`config.mk`:
```
export PLATFORM = sky130hd
export DESIGN_NAME = uart_fb_loader
export DESIGN_NICKNAME = d
export VERILOG_FILES = /design/src/rtl/vga_uart_pkg.sv /design/src/rtl/uart_tx_holdreg.sv /design/src/rtl/uart_fb_loader.sv
export SDC_FILE = /design/constraint.sdc
export NUM_CORES = 1
export LEC_CHECK = 0
export CORE_ASPECT_RATIO = 0.8
export CORE_MARGIN = 1
export CORE_UTILIZATION = 38
export CTS_CLUSTER_DIAMETER = 200
export DETAILED_ROUTE_END_ITERATION = 16
export SLEW_MARGIN = 20
export SYNTH_ARGS = -nofsm -noshare
export SYNTH_HDL_FRONTEND = slang
export SYNTH_SLANG_ARGS = --single-unit
```
`constraint.sdc`:
```
create_clock -name clk -period 2.4 [get_ports clk]
set_clock_uncertainty 0.2 [all_clocks]
set_input_delay 0.48 -clock clk [delete_from_list [all_inputs] [get_ports clk]]
set_output_delay 0.48 -clock clk [all_outputs]
set_load 0.01 [all_outputs]
```
`src/rtl/vga_uart_pkg.sv`:
```
// Shared constants and state type for the UART-to-framebuffer loader.
// Command bytes have the MSB set; response codes go back out on UART TX.
package vga_uart_pkg;

   localparam logic [7:0] CMD_SYNC    = 8'h80;
   localparam logic [7:0] CMD_SETADDR = 8'h81;
   localparam logic [7:0] CMD_ACKREQ  = 8'h82;

   localparam logic [7:0] RSP_ACK   = 8'h06;
   localparam logic [7:0] RSP_NAK   = 8'h15;
   localparam logic [7:0] RSP_FRAME = 8'h46;

   typedef enum logic [0:0] {
      S_PIX  = 1'b0,
      S_ADDR = 1'b1
   } ldr_state_t;

endpackage

```
`src/rtl/uart_tx_holdreg.sv`:
```
// Single-entry valid/ready holding register for response bytes.
// A push while a byte is still pending and not being accepted is dropped and flagged.
module uart_tx_holdreg (
   input  logic       clk,
   input  logic       rst,
   input  logic       push_i,
   input  logic [7:0] data_i,
   input  logic       ready_i,
   output logic       valid_o,
   output logic [7:0] data_o,
   output logic       ovf_o
);

   logic       valid_q, valid_d;
   logic [7:0] data_q, data_d;

   always_comb begin
      valid_d = valid_q;
      data_d  = data_q;
      ovf_o   = 1'b0;
      if (valid_q && ready_i) begin
         valid_d = 1'b0;
      end
      // Same-cycle accept frees the slot, so the new byte is loaded rather than dropped.
      if (push_i) begin
         if (valid_q && !ready_i) begin
            ovf_o = 1'b1;
         end else begin
            valid_d = 1'b1;
            data_d  = data_i;
         end
      end
   end

   always_ff @(posedge clk or posedge rst) begin
      if (rst) begin
         valid_q <= 1'b0;
         data_q  <= 8'h00;
      end else begin
         valid_q <= valid_d;
         data_q  <= data_d;
      end
   end

   assign valid_o = valid_q;
   assign data_o  = data_q;

endmodule

```
`src/rtl/uart_fb_loader.sv`:
```
// Decodes a UART byte stream into framebuffer pixel writes, address seeks and
// ACK/NAK/frame-complete responses. Data bytes carry 7 payload bits, MSB-first.
module uart_fb_loader
   import vga_uart_pkg::*;
#(
   parameter int H_RES    = 320,
   parameter int V_RES    = 240,
   parameter int PIXEL_W  = 12,
   parameter int ADDR_W   = $clog2(H_RES * V_RES),
   parameter int BPP      = (PIXEL_W + 6) / 7,
   parameter int ADDR_GRP = (ADDR_W + 6) / 7,
   parameter bit ACK_EN   = 1'b1
) (
   input  logic               clk,
   input  logic               rst,
   input  logic               rx_valid,
   input  logic [7:0]         rx_data,
   input  logic               rx_error,
   output logic               fb_we,
   output logic [ADDR_W-1:0]  fb_addr,
   output logic [PIXEL_W-1:0] fb_wdata,
   output logic [ADDR_W-1:0]  addr_count,
   output logic               frame_done,
   output logic               proto_err,
   output logic               tx_valid,
   output logic [7:0]         tx_data,
   input  logic               tx_ready
);

   localparam int GRP_MAX = (BPP > ADDR_GRP) ? BPP : ADDR_GRP;
   localparam int ACC_W   = 7 * GRP_MAX;
   localparam int CNT_W   = $clog2(GRP_MAX + 1);
   localparam int TOTAL   = H_RES * V_RES;

   localparam logic [CNT_W-1:0]  PIX_LAST  = CNT_W'(BPP - 1);
   localparam logic [CNT_W-1:0]  ADR_LAST  = CNT_W'(ADDR_GRP - 1);
   localparam logic [ADDR_W-1:0] LAST_ADDR = ADDR_W'(TOTAL - 1);
   localparam logic [ACC_W-1:0]  TOTAL_A   = ACC_W'(TOTAL);

   ldr_state_t         state_q, state_d;
   logic [CNT_W-1:0]   cnt_q, cnt_d;
   logic [ACC_W-1:0]   acc_q, acc_d, new_acc;
   logic [ADDR_W-1:0]  addr_q, addr_d;
   logic               perr_q, perr_d;
   logic               we_q, we_d;
   logic [ADDR_W-1:0]  waddr_q, waddr_d;
   logic [PIXEL_W-1:0] wdata_q, wdata_d;
   logic               done_q, done_d;
   logic               err_set, err_clr;
   logic               push, ovf;
   logic [7:0]         push_data;

   always_comb begin
      state_d   = state_q;
      cnt_d     = cnt_q;
      acc_d     = acc_q;
      addr_d    = addr_q;
      we_d      = 1'b0;
      waddr_d   = waddr_q;
      wdata_d   = wdata_q;
      done_d    = 1'b0;
      err_set   = 1'b0;
      err_clr   = 1'b0;
      push      = 1'b0;
      push_data = RSP_ACK;
      new_acc   = ACC_W'({acc_q, rx_data[6:0]});
      if (rx_valid) begin
         if (rx_error) begin
            state_d = S_PIX;
            cnt_d   = '0;
            acc_d   = '0;
            err_set = 1'b1;
         end else if (rx_data[7]) begin
            cnt_d = '0;
            acc_d = '0;
            // A command cutting into an address payload aborts it and is still executed.
            if (state_q == S_ADDR) begin
               state_d = S_PIX;
               err_set = 1'b1;
            end
            case (rx_data)
               CMD_SYNC: begin
                  addr_d  = '0;
                  err_clr = 1'b1;
               end
               CMD_SETADDR: state_d = S_ADDR;
               CMD_ACKREQ: begin
                  push      = 1'b1;
                  push_data = perr_q ? RSP_NAK : RSP_ACK;
               end
               default: err_set = 1'b1;
            endcase
         end else if (state_q == S_PIX) begin
            acc_d = new_acc;
            if (cnt_q == PIX_LAST) begin
               cnt_d   = '0;
               we_d    = 1'b1;
               waddr_d = addr_q;
               wdata_d = new_acc[PIXEL_W-1:0];
               if (addr_q == LAST_ADDR) begin
                  addr_d = '0;
                  done_d = 1'b1;
                  if (ACK_EN) begin
                     push      = 1'b1;
                     push_data = RSP_FRAME;
                  end
               end else begin
                  addr_d = addr_q + ADDR_W'(1);
               end
            end else begin
               cnt_d = cnt_q + CNT_W'(1);
            end
         end else begin
            acc_d = new_acc;
            if (cnt_q == ADR_LAST) begin
               cnt_d   = '0;
               state_d = S_PIX;
               if (new_acc >= TOTAL_A) begin
                  addr_d  = '0;
                  err_set = 1'b1;
               end else begin
                  addr_d = new_acc[ADDR_W-1:0];
               end
            end else begin
               cnt_d = cnt_q + CNT_W'(1);
            end
         end
      end
   end

   // Set sources win over SYNC's clear so an aborted SYNC still leaves the error visible.
   assign perr_d = (err_set || ovf) ? 1'b1 : (err_clr ? 1'b0 : perr_q);

   always_ff @(posedge clk or posedge rst) begin
      if (rst) begin
         state_q <= S_PIX;
         cnt_q   <= '0;
         acc_q   <= '0;
         addr_q  <= '0;
         perr_q  <= 1'b0;
         we_q    <= 1'b0;
         waddr_q <= '0;
         wdata_q <= '0;
         done_q  <= 1'b0;
      end else begin
         state_q <= state_d;
         cnt_q   <= cnt_d;
         acc_q   <= acc_d;
         addr_q  <= addr_d;
         perr_q  <= perr_d;
         we_q    <= we_d;
         waddr_q <= waddr_d;
         wdata_q <= wdata_d;
         done_q  <= done_d;
      end
   end

   uart_tx_holdreg u_txh (
      .clk     (clk),
      .rst     (rst),
      .push_i  (push),
      .data_i  (push_data),
      .ready_i (tx_ready),
      .valid_o (tx_valid),
      .data_o  (tx_data),
      .ovf_o   (ovf)
   );

   assign fb_we      = we_q;
   assign fb_addr    = waddr_q;
   assign fb_wdata   = wdata_q;
   assign addr_count = addr_q;
   assign frame_done = done_q;
   assign proto_err  = perr_q;

endmodule

```
# [Word-level counts from Yosys, hierarchy flattened]
# Index checks and enable logic that the tools add are counted.
[word_totals] reg_bits=75 input_bits=13 out_inout_bits=58 wordCells=97
[op_classes] addsub=2 order_cmp=1 n_eq_ne=8 n_mux=61 bitwise=4 n_reduce_logical=10
[op_table] operator="$mux W17" n=7
[op_table] operator="$mux W1" n=39
[op_table] operator="$mux W14" n=2
[op_table] operator="$eq A8 B8 Y1 const B" n=3
[op_table] operator="$mux W8" n=3
[op_table] operator="$ge A21 B17 Y1 const B" n=1
[op_table] operator="$mux W7" n=3
[op_table] operator="$add A17 B1 Y17 const B" n=1
[op_table] operator="$eq A17 B17 Y1 const B" n=1
[op_table] operator="$mux W2" n=5
[op_table] operator="$mux W5" n=2
[op_table] operator="$reduce_and A5 Y1" n=2
[op_table] operator="$not A1 Y1" n=4
[op_table] operator="$ne A3 B2 Y1 const B" n=1
[op_table] operator="$reduce_bool A3 Y1" n=1
[op_table] operator="$reduce_or A3 Y1" n=1
[op_table] operator="$add A2 B1 Y2 const B" n=1
[op_table] operator="$eq A2 B1 Y1 const B" n=1
[op_table] operator="$eq A2 B2 Y1 const B" n=1
[op_table] operator="$logic_and A1 B1 Y1" n=2
[op_table] operator="$ne A2 B1 Y1 const B" n=1
[op_table] operator="$reduce_and A2 Y1" n=1
[op_table] operator="$reduce_bool A2 Y1" n=1
[op_table] operator="$logic_not A1 Y1" n=1
[op_table] operator="$logic_or A1 B1 Y1" n=1

# [Logic depth before layout (Yosys ltp)]
[logic_depth] word_depth=10 ltp_mapped=7 depth_no_buf=6

# [By module]
# A second synthesis with hierarchy kept.
[hier_totals] hier_cells=372 area_unflattened_um2=3534.6
[modules_own_cells] mod="uart_fb_loader" n_inst=1 cells_per_inst=349 area_each_um2=3149.3 seq_area_each_um2=1651.6
[modules_own_cells] mod="uart_tx_holdreg" n_inst=1 cells_per_inst=23 area_each_um2=385.4 seq_area_each_um2=225.2

# [Worst setup path before layout]
# OpenSTA, ideal clock, no wires.
[synth_timing] kind="input to register" start="in rx_data[7]" end="reg addr_q[11], in the netlist addr_count[11]" setup_ps=69 arrival_time_ps=2037 t_required_ps=2131 setup_slack_ps=94 stages=6 path_buffers=1 cell_sequence="or2_1 or3_4 buf_6 or2_4 or4_1 nand3_1"
[synth_via] elab_chain_len=3 word_cells_on_any_way=6 classes_between="eq/ne: 3; mux: 1; reduce/logical: 2"
[synth_lines] item="start: declaration" line="uart_fb_loader.sv:17" rtl="input logic [7:0] rx_data,"
[synth_lines] item="$eq A8 B8 Y1" line="uart_fb_loader.sv:81" rtl="case (rx_data)"
[synth_lines] item="$ne A2 B1 Y1 (no line)"
[synth_lines] item="$reduce_and A5 Y1 (no line)"
[synth_lines] item="end signal: assignment" line="uart_fb_loader.sv:149" rtl="addr_q <= addr_d;"
[synth_lines] item="end: declaration" line="uart_fb_loader.sv:43" rtl="logic [ADDR_W-1:0] addr_q, addr_d;"
# Parallel ways exist; a longest one is shown, timed or not.
# A chain may end at the register's enable or synchronous reset.

# [Worst setup path after layout]
[layout_timing] start="in rx_data[2]" end="reg addr_q[9], in the netlist addr_count[9]"
[layout_via] elab_chain_len=5 word_cells_on_any_way=8 classes_between="order compare: 1; eq/ne: 2; mux: 4; reduce/logical: 1"
[layout_lines] item="$ge A21 B17 Y1" line="uart_fb_loader.sv:118" rtl="if (new_acc >= TOTAL_A) begin"
[layout_lines] item="$mux W17" line="uart_fb_loader.sv:118"
[layout_lines] item="$mux W17" line="uart_fb_loader.sv:115" rtl="if (cnt_q == ADR_LAST) begin"
[layout_lines] item="$mux W17" line="uart_fb_loader.sv:93" rtl="end else if (state_q == S_PIX) begin"
[layout_lines] item="$mux W17" line="uart_fb_loader.sv:73" rtl="end else if (rx_data[7]) begin"
# Parallel ways exist; a longest one is shown, timed or not. The select of a mux whose other input is x is not followed.

==> run metrics <==
status completed; Setup CP Type input port to flop; worst slack, placed -317 ps; antenna viol nets, final 0; HP Class input port to asynchronous set/reset pin; final-report setup violation count 0; uppermost routed layer met4; Area growth, synth to finish 40.5%; post-route insts no fill 598; Synth Register Bits between 70 and 80; fraction of registers with async set/reset 100%; Initial Util 39.2%; Row Count 30; commonest non-fill, non-tap cells in the layout nand2_1, dfrtp_1, clkdlybuf4s50_1; CP endpoint kind flop; Yosys warnings 0; share of cells above drive strength 1 14.4%; Post-synth EDFFs 0; flop2flop setup slack 160 ps; Mapped Cells 372; Max-Cap Viols 0; total wire length 9660 um; DP Wirelength 7130 um; Total GRT Usage 22.6%; Pre-antenna DRT Iters 5; Buffers on Ports 67; die width 107 um; final critical-path required period 2320 ps; CP max stage delay 540 ps; Die Area 9120 sq um; n_diodes 0; Skew-Pair Late Insertion Delay between 300 and 400 ps; worst setup margin 77.3 ps; crit-path cells clkdlybuf4s50_1, nor4b_1, nand3b_1, o21a_1, buf_12, a221o_1; Post-Syn Area per Cell 8.93 sq um; Pwr Density about 660 nW/um^2; Seq/Total Area, Yosys 53.5%; final worst-path cycle share 96.8%; CP Max Fanout 17; crit start category input port; maximum buffer depth of the clock tree 2; starting DRC count in detailed routing 302; final hold vios 0; dpl cells 582; met2 WL post-DR between 4000 and 5000 um; CTS H-tree lvls 3; fill cell count ~800; cts hold-fix bufs 0; Cell Area, Synth 3320 sq um; gpl congestion 0.927; Layout Nets about 500; clk sinks 71; vias in the first global route 2951; CTS root buf clkbuf_8; WP data required roughly 2500 ps; antenna violations before repair 2; core area 8480 sq um; GRT overflow 0; RSZ-0062 raised after global routing false; vias per cell 5.28; met3 wire len 841 um; Max IR drop VDD 0.000307 V; Synth Flop Type dfrtp_1; TritonCTS buffer count 9; # DRC 0; WL met1 4420 um; vias 3155; max-slew violation count 0; post-synthesis cell type count 45; Tot Pwr 3080 uW; register clock-pin slew on the reported worst setup and hold paths 80 ps; TritonCTS clock tree yes; Max Fclk between 400 and 500 MHz; Die Ht approximately 86 um; largest net degree at the start of global routing 27; data arrival time of the critical path 2370 ps; global-route wire length before repair 15400 um; average wire per standard cell 16.1 um; Pleak between 0.002 and 0.0025 uW; slowest library cell on the worst path clkdlybuf4s50_1; # IOs 71; leading cell type in the layout, fill and taps excluded nand2_1
==> power breakdown <==
part	switching, uW	total, uW	internal, uW
Combinational	263	564	301
Sequential	94.6	1400	1310
Clock	494	1110	618
==> critical path, delay by kind of cell <==
family	cells	cell delay, ps
AO/OA/AOI/OAI	2	570
AND/OR/NAND/NOR	2	620
buffers and inverters	2	690
==> state kept, by name, indices dropped and copies added, names as in the netlist, 2 cells and up <==
name	cells
acc_q	14
addr_count	17
cnt_q	2
fb_addr	17
fb_wdata	12
u_txh.data_o	4
==> cells in the mapped netlist (all sizes together), types with 3 or more instances <==
| cell type | instances | area share (%) |
|---|---|---|
| nand3 | 7 | 1.1 |
| nand2 | 106 | 12 |
| nor4b | 3 | 0.98 |
| a21oi | 13 | 2.0 |
| o21ai | 39 | 5.9 |
| nor3b | 4 | 0.90 |
| or2 | 4 | 0.83 |
| dfrtp | 71 | 53 |
| and4 | 4 | 1.1 |
| a22o | 6 | 1.6 |
| nand2b | 3 | 0.57 |
| a22oi | 3 | 0.68 |
| nand4 | 8 | 1.5 |
| inv | 20 | 2.3 |
| nor3 | 6 | 0.90 |
| or4 | 3 | 0.68 |
| clkbuf | 14 | 1.6 |
| nor2 | 12 | 1.4 |
| or3 | 3 | 0.72 |
| buf | 5 | 1.2 |
| nor4 | 6 | 1.1 |
| o211ai | 4 | 0.90 |
==> cell families (layout without fill, tap and decap cells) <==
kind of cell / Yosys count / in the layout / share of synthesized area, %
and+or+nand+nor: 179 / 179 / 26.0
AOI/OAI and AO/OA: 81 / 81 / 14.9
DFF: 71 / 71 / 53.5
buffers and inverters: 39 / 151 / 5.08
adders and majority gates: 1 / 1 / 0.377
other: 1 / 3 / 0.113
==> worst paths after layout <==
check	endpoint	startpoint	cells past startpoint
hold reg to reg	fb_addr[5]	fb_addr[5]	2
hold / removal	addr_count[5]	rst	2
setup / recovery	addr_count[9]	rx_data[2]	6
max in group asynchronous	cnt_q[1]	rst	3
min in group clk	fb_addr[5]	fb_addr[5]	2
setup reg to reg	addr_count[11]	addr_count[0]	6
==> through the flow <==
stage          utilization, %  cell area, sq um  TNS (ps)  hold slack [ps]
2_1_floorplan               -              3330         0              272
3_3_place_gp             52.3              4440     -4030              256
3_5_place_dp             52.3              4440     -5080              258
4_1_cts                  55.0              4670         0              250
5_1_grt                  55.0              4670         0              249
6_report                 55.0              4670         0              247
==> layer usage <==
layer / vias up / GRT usage (%)
met5: - / 0
met4: 0 / 8.22
met3: 24 / 6.00
met2: 145 / 33.9
met1: 1476 / 31.6
li1: 1510 / -
==> cell type report <==
class / instances / area (sq um) / area share [%]
clock buffer: 10 / 138 / 2.95
clock inverter: 6 / 92.6 / 1.98
inverter: 20 / 78.8 / 1.69
multi-input combinational: 264 / 1380 / 29.7
sequential: 71 / 1780 / 38.1
tap: 112 / 140 / 3.00
timing repair buffer: 115 / 1060 / 22.6
==> timing repair <==
item,in CTS,in global routing
setup endpoints to repair,0,1
buffers inserted,0,0
resized for setup,0,1
Note: power is estimated with default switching activity, not from simulation.
